## config.mk

```make
export PLATFORM = sky130hd
export DESIGN_NAME = text_grid_scheduler
export DESIGN_NICKNAME = d
export VERILOG_FILES = /design/src/rtl/text_grid_scheduler.sv
export SDC_FILE = /design/constraint.sdc
export NUM_CORES = 1
export LEC_CHECK = 0
export CAP_MARGIN = 40
export CORE_ASPECT_RATIO = 0.75
export CORE_MARGIN = 1.5
export CORE_UTILIZATION = 40
export CTS_BUF_LIST = sky130_fd_sc_hd__clkbuf_8
export DETAILED_ROUTE_END_ITERATION = 10
export PLACE_DENSITY = 0.68
export SLEW_MARGIN = 20
export SYNTH_ARGS = -nofsm -noshare
export SYNTH_HDL_FRONTEND = slang
export SYNTH_SLANG_ARGS = --single-unit
```

## constraint.sdc

```tcl
create_clock -name pixel_clk_in -period 10.05 [get_ports pixel_clk_in]
set_clock_uncertainty 0.1 [all_clocks]
set_input_delay 3.015 -clock pixel_clk_in [delete_from_list [all_inputs] [get_ports pixel_clk_in]]
set_output_delay 3.015 -clock pixel_clk_in [all_outputs]
set_load 0.02 [all_outputs]
```

## src/rtl/text_grid_scheduler.sv

```systemverilog
// Sole owner of the text-grid write port: arbitrates keyboard writes, the program-output stream and a clear sweep.
// Optional: define TG_WRAP_CLEAR_EN so that an output-cursor wrap past the last row triggers a full clear.
module text_grid_scheduler #(
  parameter int SCREEN_WIDTH  = 76,
  parameter int SCREEN_HEIGHT = 44,
  parameter int ADDR_W        = $clog2(SCREEN_WIDTH * SCREEN_HEIGHT)
) (
  input  logic                             pixel_clk_in,
  input  logic                             rst_n_in,
  input  logic                             kb_we_in,
  input  logic [ADDR_W-1:0]                kb_addr_in,
  input  logic [7:0]                       kb_data_in,
  output logic                             kb_drop_out,
  input  logic                             out_valid_in,
  input  logic [7:0]                       out_char_in,
  output logic                             out_ready_out,
  input  logic                             clr_req_in,
  output logic                             clr_busy_out,
  output logic [$clog2(SCREEN_WIDTH)-1:0]  out_cursor_x,
  output logic [$clog2(SCREEN_HEIGHT)-1:0] out_cursor_y,
  output logic                             tg_we,
  output logic [ADDR_W-1:0]                tg_addr,
  output logic [7:0]                       tg_input
);

  localparam int CX_W  = $clog2(SCREEN_WIDTH);
  localparam int CY_W  = $clog2(SCREEN_HEIGHT);
  localparam int CELLS = SCREEN_WIDTH * SCREEN_HEIGHT;
  localparam logic [ADDR_W:0]   CELLS_EXT = (ADDR_W+1)'(CELLS);
  localparam logic [ADDR_W-1:0] LAST_ADDR = ADDR_W'(CELLS - 1);
  localparam logic [CX_W-1:0]   X_MAX     = CX_W'(SCREEN_WIDTH - 1);
  localparam logic [CY_W-1:0]   Y_MAX     = CY_W'(SCREEN_HEIGHT - 1);
  localparam logic [7:0]        CH_BS     = 8'd8;
  localparam logic [7:0]        CH_NL     = 8'd10;
  localparam logic [7:0]        CH_SP     = 8'd32;

`ifdef TG_WRAP_CLEAR_EN
  localparam bit WRAP_CLEAR = 1'b1;
`else
  localparam bit WRAP_CLEAR = 1'b0;
`endif

  // RUN: serve keyboard and output stream; CLEAR: sweep spaces over every cell
  typedef enum logic {ST_RUN, ST_CLEAR} state_t;

  state_t            r_state;
  logic [CX_W-1:0]   r_cx;
  logic [CY_W-1:0]   r_cy;
  logic [ADDR_W-1:0] r_sweep;
  logic              r_tg_we;
  logic [ADDR_W-1:0] r_tg_addr;
  logic [7:0]        r_tg_input;
  logic              r_kb_drop;
  logic              r_busy;
  logic              r_wrap_pend;

  logic              w_clr_req;
  logic              w_xfer;
  logic              w_is_bs;
  logic              w_is_nl;
  logic              w_at_xmax;
  logic              w_at_ymax;
  logic              w_at_origin;
  logic              w_wrap;
  logic [ADDR_W-1:0] w_cur_addr;

  // A pending wrap behaves exactly like an external clear request
  assign w_clr_req     = clr_req_in | r_wrap_pend;
  assign out_ready_out = (r_state == ST_RUN) && !kb_we_in && !w_clr_req;
  assign w_xfer        = out_valid_in && out_ready_out;
  assign w_is_bs       = (out_char_in == CH_BS);
  assign w_is_nl       = (out_char_in == CH_NL);
  assign w_at_xmax     = (r_cx == X_MAX);
  assign w_at_ymax     = (r_cy == Y_MAX);
  assign w_at_origin   = (r_cx == '0) && (r_cy == '0);
  assign w_cur_addr    = ADDR_W'(r_cy) * ADDR_W'(SCREEN_WIDTH) + ADDR_W'(r_cx);
  assign w_wrap        = w_xfer && !w_is_bs && w_at_ymax && (w_is_nl || w_at_xmax);

  always_ff @(posedge pixel_clk_in or negedge rst_n_in) begin
    if (!rst_n_in) begin
      r_state     <= ST_RUN;
      r_cx        <= '0;
      r_cy        <= '0;
      r_sweep     <= '0;
      r_tg_we     <= 1'b0;
      r_tg_addr   <= '0;
      r_tg_input  <= '0;
      r_kb_drop   <= 1'b0;
      r_busy      <= 1'b0;
      r_wrap_pend <= 1'b0;
    end else begin
      r_tg_we     <= 1'b0;
      r_kb_drop   <= 1'b0;
      r_wrap_pend <= 1'b0;
      case (r_state)
        ST_RUN: begin
          r_busy <= 1'b0;
          if (w_clr_req) begin
            // First sweep write is issued from the accepting cycle
            r_state    <= ST_CLEAR;
            r_tg_we    <= 1'b1;
            r_tg_addr  <= '0;
            r_tg_input <= CH_SP;
            r_sweep    <= ADDR_W'(1);
            r_busy     <= 1'b1;
            r_kb_drop  <= kb_we_in;
          end else if (kb_we_in) begin
            if ({1'b0, kb_addr_in} < CELLS_EXT) begin
              r_tg_we    <= 1'b1;
              r_tg_addr  <= kb_addr_in;
              r_tg_input <= kb_data_in;
            end else begin
              r_kb_drop <= 1'b1;
            end
          end else if (w_xfer) begin
            if (w_is_bs) begin
              // Stepping back one cell is always linear address - 1
              if (!w_at_origin) begin
                r_tg_we    <= 1'b1;
                r_tg_addr  <= w_cur_addr - ADDR_W'(1);
                r_tg_input <= CH_SP;
                if (r_cx != '0) begin
                  r_cx <= r_cx - CX_W'(1);
                end else begin
                  r_cx <= X_MAX;
                  r_cy <= r_cy - CY_W'(1);
                end
              end
            end else begin
              r_tg_we    <= 1'b1;
              r_tg_addr  <= w_cur_addr;
              r_tg_input <= out_char_in;
              if (w_is_nl || w_at_xmax) begin
                r_cx <= '0;
                r_cy <= w_at_ymax ? '0 : r_cy + CY_W'(1);
              end else begin
                r_cx <= r_cx + CX_W'(1);
              end
              r_wrap_pend <= WRAP_CLEAR && w_wrap;
            end
          end
        end
        ST_CLEAR: begin
          r_tg_we    <= 1'b1;
          r_tg_addr  <= r_sweep;
          r_tg_input <= CH_SP;
          r_busy     <= 1'b1;
          r_kb_drop  <= kb_we_in;
          r_sweep    <= r_sweep + ADDR_W'(1);
          if (r_sweep == LAST_ADDR) begin
            r_state <= ST_RUN;
            r_sweep <= '0;
            r_cx    <= '0;
            r_cy    <= '0;
          end
        end
        default: r_state <= ST_RUN;
      endcase
    end
  end

  assign tg_we        = r_tg_we;
  assign tg_addr      = r_tg_addr;
  assign tg_input     = r_tg_input;
  assign kb_drop_out  = r_kb_drop;
  assign clr_busy_out = r_busy;
  assign out_cursor_x = r_cx;
  assign out_cursor_y = r_cy;

endmodule

```

* Yosys cells after proc, flatten, opt, wreduce, memory -nomap -nowiden *
Cells that the tools add are included.

word-level totals
  flip-flop bits (word level) = 49
  word-level logic and storage cells = 99
  input port bits = 33
  output and inout port bits = 37

cells by class
  reduce and logical (&&, ||, !) cells = 13
  multiply operators = 1
  $add $sub $neg = 7
  magnitude comparators = 1
  multiplexer cells = 51
  eq/ne operators = 16
  bitwise gates (word level) = 1

operators with widths
  operator               count
  $mux 12                8
  $mux 7                 8
  $mux 6                 9
  $mux 8                 6
  $pmux 12 s2            2
  $eq 8x4->1 const B     2
  $pmux 8 s2             1
  $pmux 7 s2             1
  $add 12x1->12 const B  1
  $add 12x7->12          1
  $eq 12x12->1 const B   1
  $lt 12x12->1 const B   1
  $pmux 6 s2             1
  $sub 12x1->12 const B  1
  $mux 1                 11
  $mul 6x5->10 const B   1
  $ne 2x2->1 const B     4
  $pmux 1 s2             4
  $add 7x1->7 const B    1
  $eq 7x7->1 const B     1
  $logic_not 7->1        1
  $reduce_and 7->1       1
  $reduce_bool 7->1      1
  $sub 7x1->7 const B    1
  other kinds (16)       21

* Longest topological paths before layout *
Gate-level depths: netlist (run 1).

  depth after elaboration = 9
  mapped depth = 15
  gate-level depth less buffers = 15

* Worst setup path after synthesis (run 1) *
OpenSTA, ideal clock, no wires.

  path type = input to output
  start point = input clr_req_in
  end point = output out_ready_out
  cell stages on the path = 4
  setup slack = 2788 ps
  arrival = 4147 ps
  required time = 6935 ps
  path buffers = 1
  path through = nor2_1 -> clkinv_1 -> clkbuf_1 -> nor2_1

between the ends
  longest elaborated chain between the ends = 2

RTL lines
  item               RTL line  source
  from (decl)        17        input logic clr_req_in,
  $logic_not 1->1    69        assign out_ready_out = (r_state == ST_RUN) && !kb_we_in && !w_clr_req;
  $logic_and 1x1->1  69
  to (decl)          16        output logic out_ready_out,

No other way between the ends.

* Worst setup path after layout (run 1) *
Ends and elaborated chain as after synthesis.

==> results of run 1 <==
[flip-flops by register name (all words and copies together), names as in the netlist]
signal / cells
r_sweep: 12
kb_drop_out: 1
tg_we: 1
tg_addr: 12
out_cursor_y: 6
tg_input: 8
r_state: 1
clr_busy_out: 1
out_cursor_x: 7
[logic make-up after synthesis]
logic type,Yosys count,synth area share
xor+xnor,28,0.06280
buf+inv,42,0.04806
fa+ha+maj,33,0.1115
simple gates,168,0.2272
mux,8,0.02051
compound gates,127,0.2160
flops,49,0.3140
[cell type report]
cell class,count,share of cell area
multi-input combinational,364,0.5196
sequential,49,0.2557
timing repair buffer,74,0.1524
tap,132,0.03445
inverter,21,0.01644
clock buffer,5,0.01435
clock inverter,3,0.007046
[stage by stage]
stage / std cells / hold slack (ns)
after CTS: 648 / 0.3962
final: 648 / 0.3940
after detailed placement: 640 / 0.3697
after floorplan: 455 / 0.3849
after global placement: 639 / 0.3688
after global routing: 648 / 0.4361
[layout by cell type (no fill, tap or decap), drive strengths merged, types with 8 or more instances in the layout]
master and n:
clkdlybuf4s50 68, nand2 52, dfrtp 49, nor2 40, o21ai 40, ha 30, a21oi 25, inv 20
xnor2 17, o31ai 16, nand3 14, nand2b 12, xor2 11, nor3 11, mux2i 8, and3 8
nor4 8
[routing by layer]
metal / share of wire / vias to the layer above / track usage / wire, um
li1: - / 1768 / - / -
met1: 0.49 / 1711 / 0.3115 / 5066
met2: 0.44 / 104 / 0.3232 / 4542
met3: 0.050 / 13 / 0.02945 / 515
met4: 0.012 / 0 / 0.05038 / 125
met5: 0 / - / 0 / 0
[worst max path at each step]
stage / startpoint / end / slack (ns) / depth (start not counted)
after floorplan: clr_req_in / out_ready_out / 2.79 / 4
after global placement: clr_req_in / out_ready_out / 1.80 / 6
after detailed placement: clr_req_in / out_ready_out / 1.75 / 6
after CTS: clr_req_in / out_ready_out / 1.74 / 6
after global routing: clr_req_in / out_ready_out / 1.53 / 6
final: clr_req_in / out_ready_out / 1.74 / 6
[power by group]
part           switching [uW]  total [uW]  internal, uW  leakage [uW]
clock                    81.6         134          52.2     0.0000511
sequential               45.2         285           240      0.000617
combinational            98.0         197          99.3       0.00131
total                     225         616           391       0.00197
[worst max-delay path, stage by stage]
cell,delay (ns)
clkdlybuf4s50_1,0.47
nor2_1,0.11
buf_4,0.24
clkinv_1,0.50
nor2_1,0.23
clkdlybuf4s50_1,0.63
==> impl_metrics.json, run 1 <==
{
  "numCtsBuffers": 5,
  "drtPass1Iterations": 5,
  "irDropWorstVdd_mv": 0.06189,
  "postCtsSetupRepairBufs": 0,
  "die_area_mm2": 0.01037,
  "clkLatencyLatePin_ns": 0.32,
  "clockBufferDepth": 2,
  "holdBufCountCts": 0,
  "syn_avg_cell_area_um2": 8.582,
  "synth-seq-area-share": 0.3140,
  "multiInputGateArea_mm2": 0.002491,
  "design_area_mm2": 0.004795,
  "synth_top_flop_cell": "dfrtp_1",
  "final_core_util": 0.5005,
  "r2r_setup_slack_ns": 6.26,
  "setup_ws_ns": 1.742,
  "r2r_start": "out_cursor_y[2]$_DFFE_PN0P_",
  "rows": 31,
  "syn-num-nets": 521,
  "vias": 3596,
  "maxCapViolations": 0,
  "synth_common_cells": "dfrtp_1, nand2_1, nor2_1, o21ai_0, ha_1",
  "p_per_area_mw_per_mm2": 128.5,
  "grt.overflow.total": 0,
  "die_y_um": 88.57,
  "ant_nets": 0,
  "yosysWarnings": 0,
  "die_x_um": 117.1,
  "placed_area_mm2": 0.004692,
  "syn_inst": 455,
  "p_total_uw": 616.2,
  "synth_cell_types": 68,
  "final_nets": 581,
  "finalHoldViolations": 0,
  "dp_hpwl_mm": 7.694,
  "rsz0062_at_grt": "false",
  "yosysTopAreaCell": "dfrtp_1",
  "required_ns": 6.94,
  "port-buffer-count": 69,
  "worstHoldPathType": "reg2reg",
  "async_flop_share": 1.000,
  "drt-total-wl_mm": 10.25,
  "slew_headroom": 0.5639,
  "core_mm2": 0.009580,
  "yosys.area.top_type_share": 0.3140,
  "htreeDepth": 2,
  "vias_per_cell": 5.549,
  "drc_errors": 0,
  "critPathArrivalTime_ns": 5.19,
  "path_max_fanout": 19,
  "setup.worst_path.start_class": "input port",
  "ff_latch_area_mm2": 0.001226,
  "antenna-diode-count": 0,
  "cts_tree": "built",
  "netlist_top_cells_area": "dfrtp_1, ha_1, o21ai_0",
  "cts_num_sinks": 49,
  "hp-start": "tg_input[3]$_DFFE_PN0P_",
  "setup_viol": 0,
  "tightest_slew_ns": 0.6518,
  "synthToLayoutAreaGrowth_pct": 22.78,
  "fill_cells": 930,
  "finalCritPeriodShare": 0.8267,
  "r2r_end": "tg_addr[8]$_DFFE_PN0P_",
  "status": "finished, final reports clean",
  "rr_worst_depth": 15,
  "clock.fmax_ghz": 0.1204,
  "ctsResizeCount": 0,
  "drtIter0Drc": 230,
  "holdPathStages": 2,
  "grt_start_max_net_pins": 50,
  "cp-end-kind": "output pin",
  "maxSlewViolCount": 0,
  "worstSetupPathType": "in2out",
  "period_minus_slack_ns": 8.308,
  "clk_pin_slew_ns": 0.11,
  "layout-drive-gt1-share": 0.06977,
  "place_ws_ns": 1.746,
  "grt_pass1_vias": 3446,
  "min_to": "tg_input[3]$_DFFE_PN0P_",
  "routedWlPerCell_um": 15.82,
  "grt_pass1_wl_mm": 17.11,
  "synth_edf_count": 0,
  "setup-tns-final_ns": 0,
  "grtUsageTotal": 0.2098,
  "netlist_area_mm2": 0.003905,
  "start_util": 0.4076,
  "antenna_found_initial": 0,
  "gp_congestion": 0.8290,
  "leakage_uw": 0.001975,
  "ys_ff_latch": 49,
  "pin_count": 70,
  "cts_root_buffer": "clkbuf_8"
}
(Power assumes the default switching activity.)
==> run 2, diff against run 1 <==
==> constraint.sdc (replaced) <==
create_clock -name pixel_clk_in -period 8.15 [get_ports pixel_clk_in]
set_clock_uncertainty 0.1 [all_clocks]
set_input_delay 2.445 -clock pixel_clk_in [delete_from_list [all_inputs] [get_ports pixel_clk_in]]
set_output_delay 2.445 -clock pixel_clk_in [all_outputs]
set_load 0.02 [all_outputs]
==> impl_metrics.json, run 2 (synthesis gave the netlist of run 1 again) <==
{
  "status": "finished, final reports clean",
  "path_max_fanout": 18,
  "crit_family": "buffers and inverters",
  "pin_count": 70,
  "worstSetupPathType": "in2out",
  "cts_root_buffer": "clkbuf_8",
  "required_ns": 5.61,
  "port-buffer-count": 69,
  "final_nets": 582,
  "p_switching_uw": 268.1,
  "p_seq_frac": 0.455,
  "setup.worst_path.start_class": "input port",
  "layout_commonest_cell": "clkdlybuf4s50_1",
  "core_mm2": 0.009580,
  "clk_pin_slew_ns": 0.10,
  "cp-end-kind": "output pin",
  "combPwrFrac": 0.311,
  "setup-tns-final_ns": 0,
  "clock.fmax_ghz": 0.1502,
  "power.internal_uw": 510.3,
  "numCtsBuffers": 5,
  "worstHoldPathType": "reg2reg",
  "vias": 3645,
  "layout-drive-gt1-share": 0.07157,
  "synthToLayoutAreaGrowth_pct": 23.23,
  "gp_congestion": 0.8630,
  "maxCapViolations": 0,
  "period_minus_slack_ns": 6.656,
  "antenna_found_initial": 0,
  "grt_start_max_net_pins": 50,
  "cp_slowest_cell": "clkdlybuf4s50_1",
  "grt_pass1_wl_mm": 16.96,
  "power_frac_clock": 0.235,
  "drtPass1Iterations": 5,
  "drc_errors": 0,
  "critPathMaxStageDelay_ns": 0.61,
  "grt_pass1_vias": 3407,
  "clkLatencyLatePin_ns": 0.31,
  "finalHoldViolations": 0,
  "finalCritPeriodShare": 0.8167,
  "design_area_mm2": 0.004812,
  "postCtsSetupRepairBufs": 0,
  "grtUsageTotal": 0.2086,
  "setup_viol": 0,
  "cts_tree": "built",
  "drt-total-wl_mm": 10.34,
  "grt.overflow.total": 0,
  "placed_area_mm2": 0.004684,
  "place_inst": 640,
  "routedWlPerCell_um": 15.92,
  "vias_per_cell": 5.616,
  "critPathArrivalTime_ns": 4.11,
  "layout_common_cells": "clkdlybuf4s50_1, nand2_1, dfrtp_1",
  "cp_num_buf_inv": 4,
  "swShare": 0.3444,
  "slew_headroom": 0.5622,
  "cts_num_sinks": 49,
  "die_area_mm2": 0.01037,
  "antenna-diode-count": 0,
  "maxSlewViolCount": 0,
  "htreeDepth": 2,
  "rows": 31,
  "die_y_um": 88.57,
  "ant_nets": 0,
  "worstPathCellList": "clkdlybuf4s50_1, nor2_1, buf_4, clkinv_1, nor2_1, clkdlybuf4s50_1",
  "holdBufCountCts": 0,
  "clockBufferDepth": 2,
  "r2r_setup_slack_ns": 4.40,
  "rsz0062_at_grt": "false",
  "ctsResizeCount": 0,
  "fin_cells": 649,
  "fill_cells": 901,
  "leakage_uw": 0.001986,
  "dp_hpwl_mm": 7.666,
  "p_per_area_mw_per_mm2": 161.8,
  "irDropWorstVdd_mv": 0.06870,
  "die_x_um": 117.1,
  "tightest_slew_ns": 0.6542,
  "start_util": 0.4076,
  "drtIter0Drc": 264
}
-- run 2: changes by cell type in the layout (fill, tap and decap cells not counted), sizes merged --
cell    before  now
clkinv       4    2
buf          6    7
inv         20   21
bufinv       0    1
-- run 2: power by group through the flow --
stage / Combinational, uW / Clock [uW] / Sequential (uW)
after floorplan: 113 / 0 / 374
after global placement: 240 / 0 / 356
after detailed placement: 243 / 0 / 358
after CTS: 244 / 185 / 353
after global routing: 268 / 196 / 363
final: 242 / 183 / 354
-- run 2: routing by layer --
metal / track usage / routed length, um / up-vias
met2: 0.3285 / 4590 / 136
met5: 0 / 0 / -
met3: 0.02808 / 604 / 8
met1: 0.3082 / 5058 / 1736
met4: 0.04162 / 81 / 0
li1: - / - / 1765
-- run 2: worst register-to-register path, cell delays in order, from the launching register on --
cell and delay (ns):
dfrtp_1 0.51, inv_1 0.16, ha_1 0.31, ha_1 0.17
inv_1 0.06, fa_1 0.47, inv_1 0.04, ha_1 0.31
nor2_1 0.11, a21oi_1 0.06, xor2_1 0.16, or3_4 0.43
o21a_1 0.21, o311ai_0 0.39, a21oi_1 0.13
-- run 2: path summary, 6_finish.rpt --
check,end,cells after the start,startpoint
worst max-delay path,out_ready_out,6,clr_req_in
worst min-delay path,tg_input[0]$_DFFE_PN0P_,2,tg_input[0]$_DFFE_PN0P_
worst max register to register,tg_addr[7]$_DFFE_PN0P_,14,out_cursor_y[2]$_DFFE_PN0P_
worst min register to register,tg_input[0]$_DFFE_PN0P_,2,tg_input[0]$_DFFE_PN0P_
max in group asynchronous,tg_addr[9]$_DFFE_PN0P_,2,rst_n_in
min in group asynchronous,r_sweep[9]$_DFFE_PN0P_,2,rst_n_in
-- run 2: per-stage QoR --
stage          power [uW]  worst slack, ns    util  hold WS (ns)
3_3_place_gp        595.4            1.565  0.4890        0.3714
6_report            778.4            1.494  0.5023        0.3969
2_1_floorplan       487.4            2.028       -        0.3849
4_1_cts             782.0            1.508  0.5007        0.4007
5_1_grt             827.5            1.384  0.5023        0.4237
3_5_place_dp        600.6            1.515  0.4890        0.3780
-- run 2: layout make-up --
type                       instances  area (um2)  area share
tap                              132       165.2     0.03432
multi-input combinational        364        2491      0.5177
timing repair buffer              75       738.2      0.1534
clock inverter                     3       43.79    0.009100
clock buffer                       5       68.82     0.01430
inverter                          21       78.83     0.01638
sequential                        49        1226      0.2548
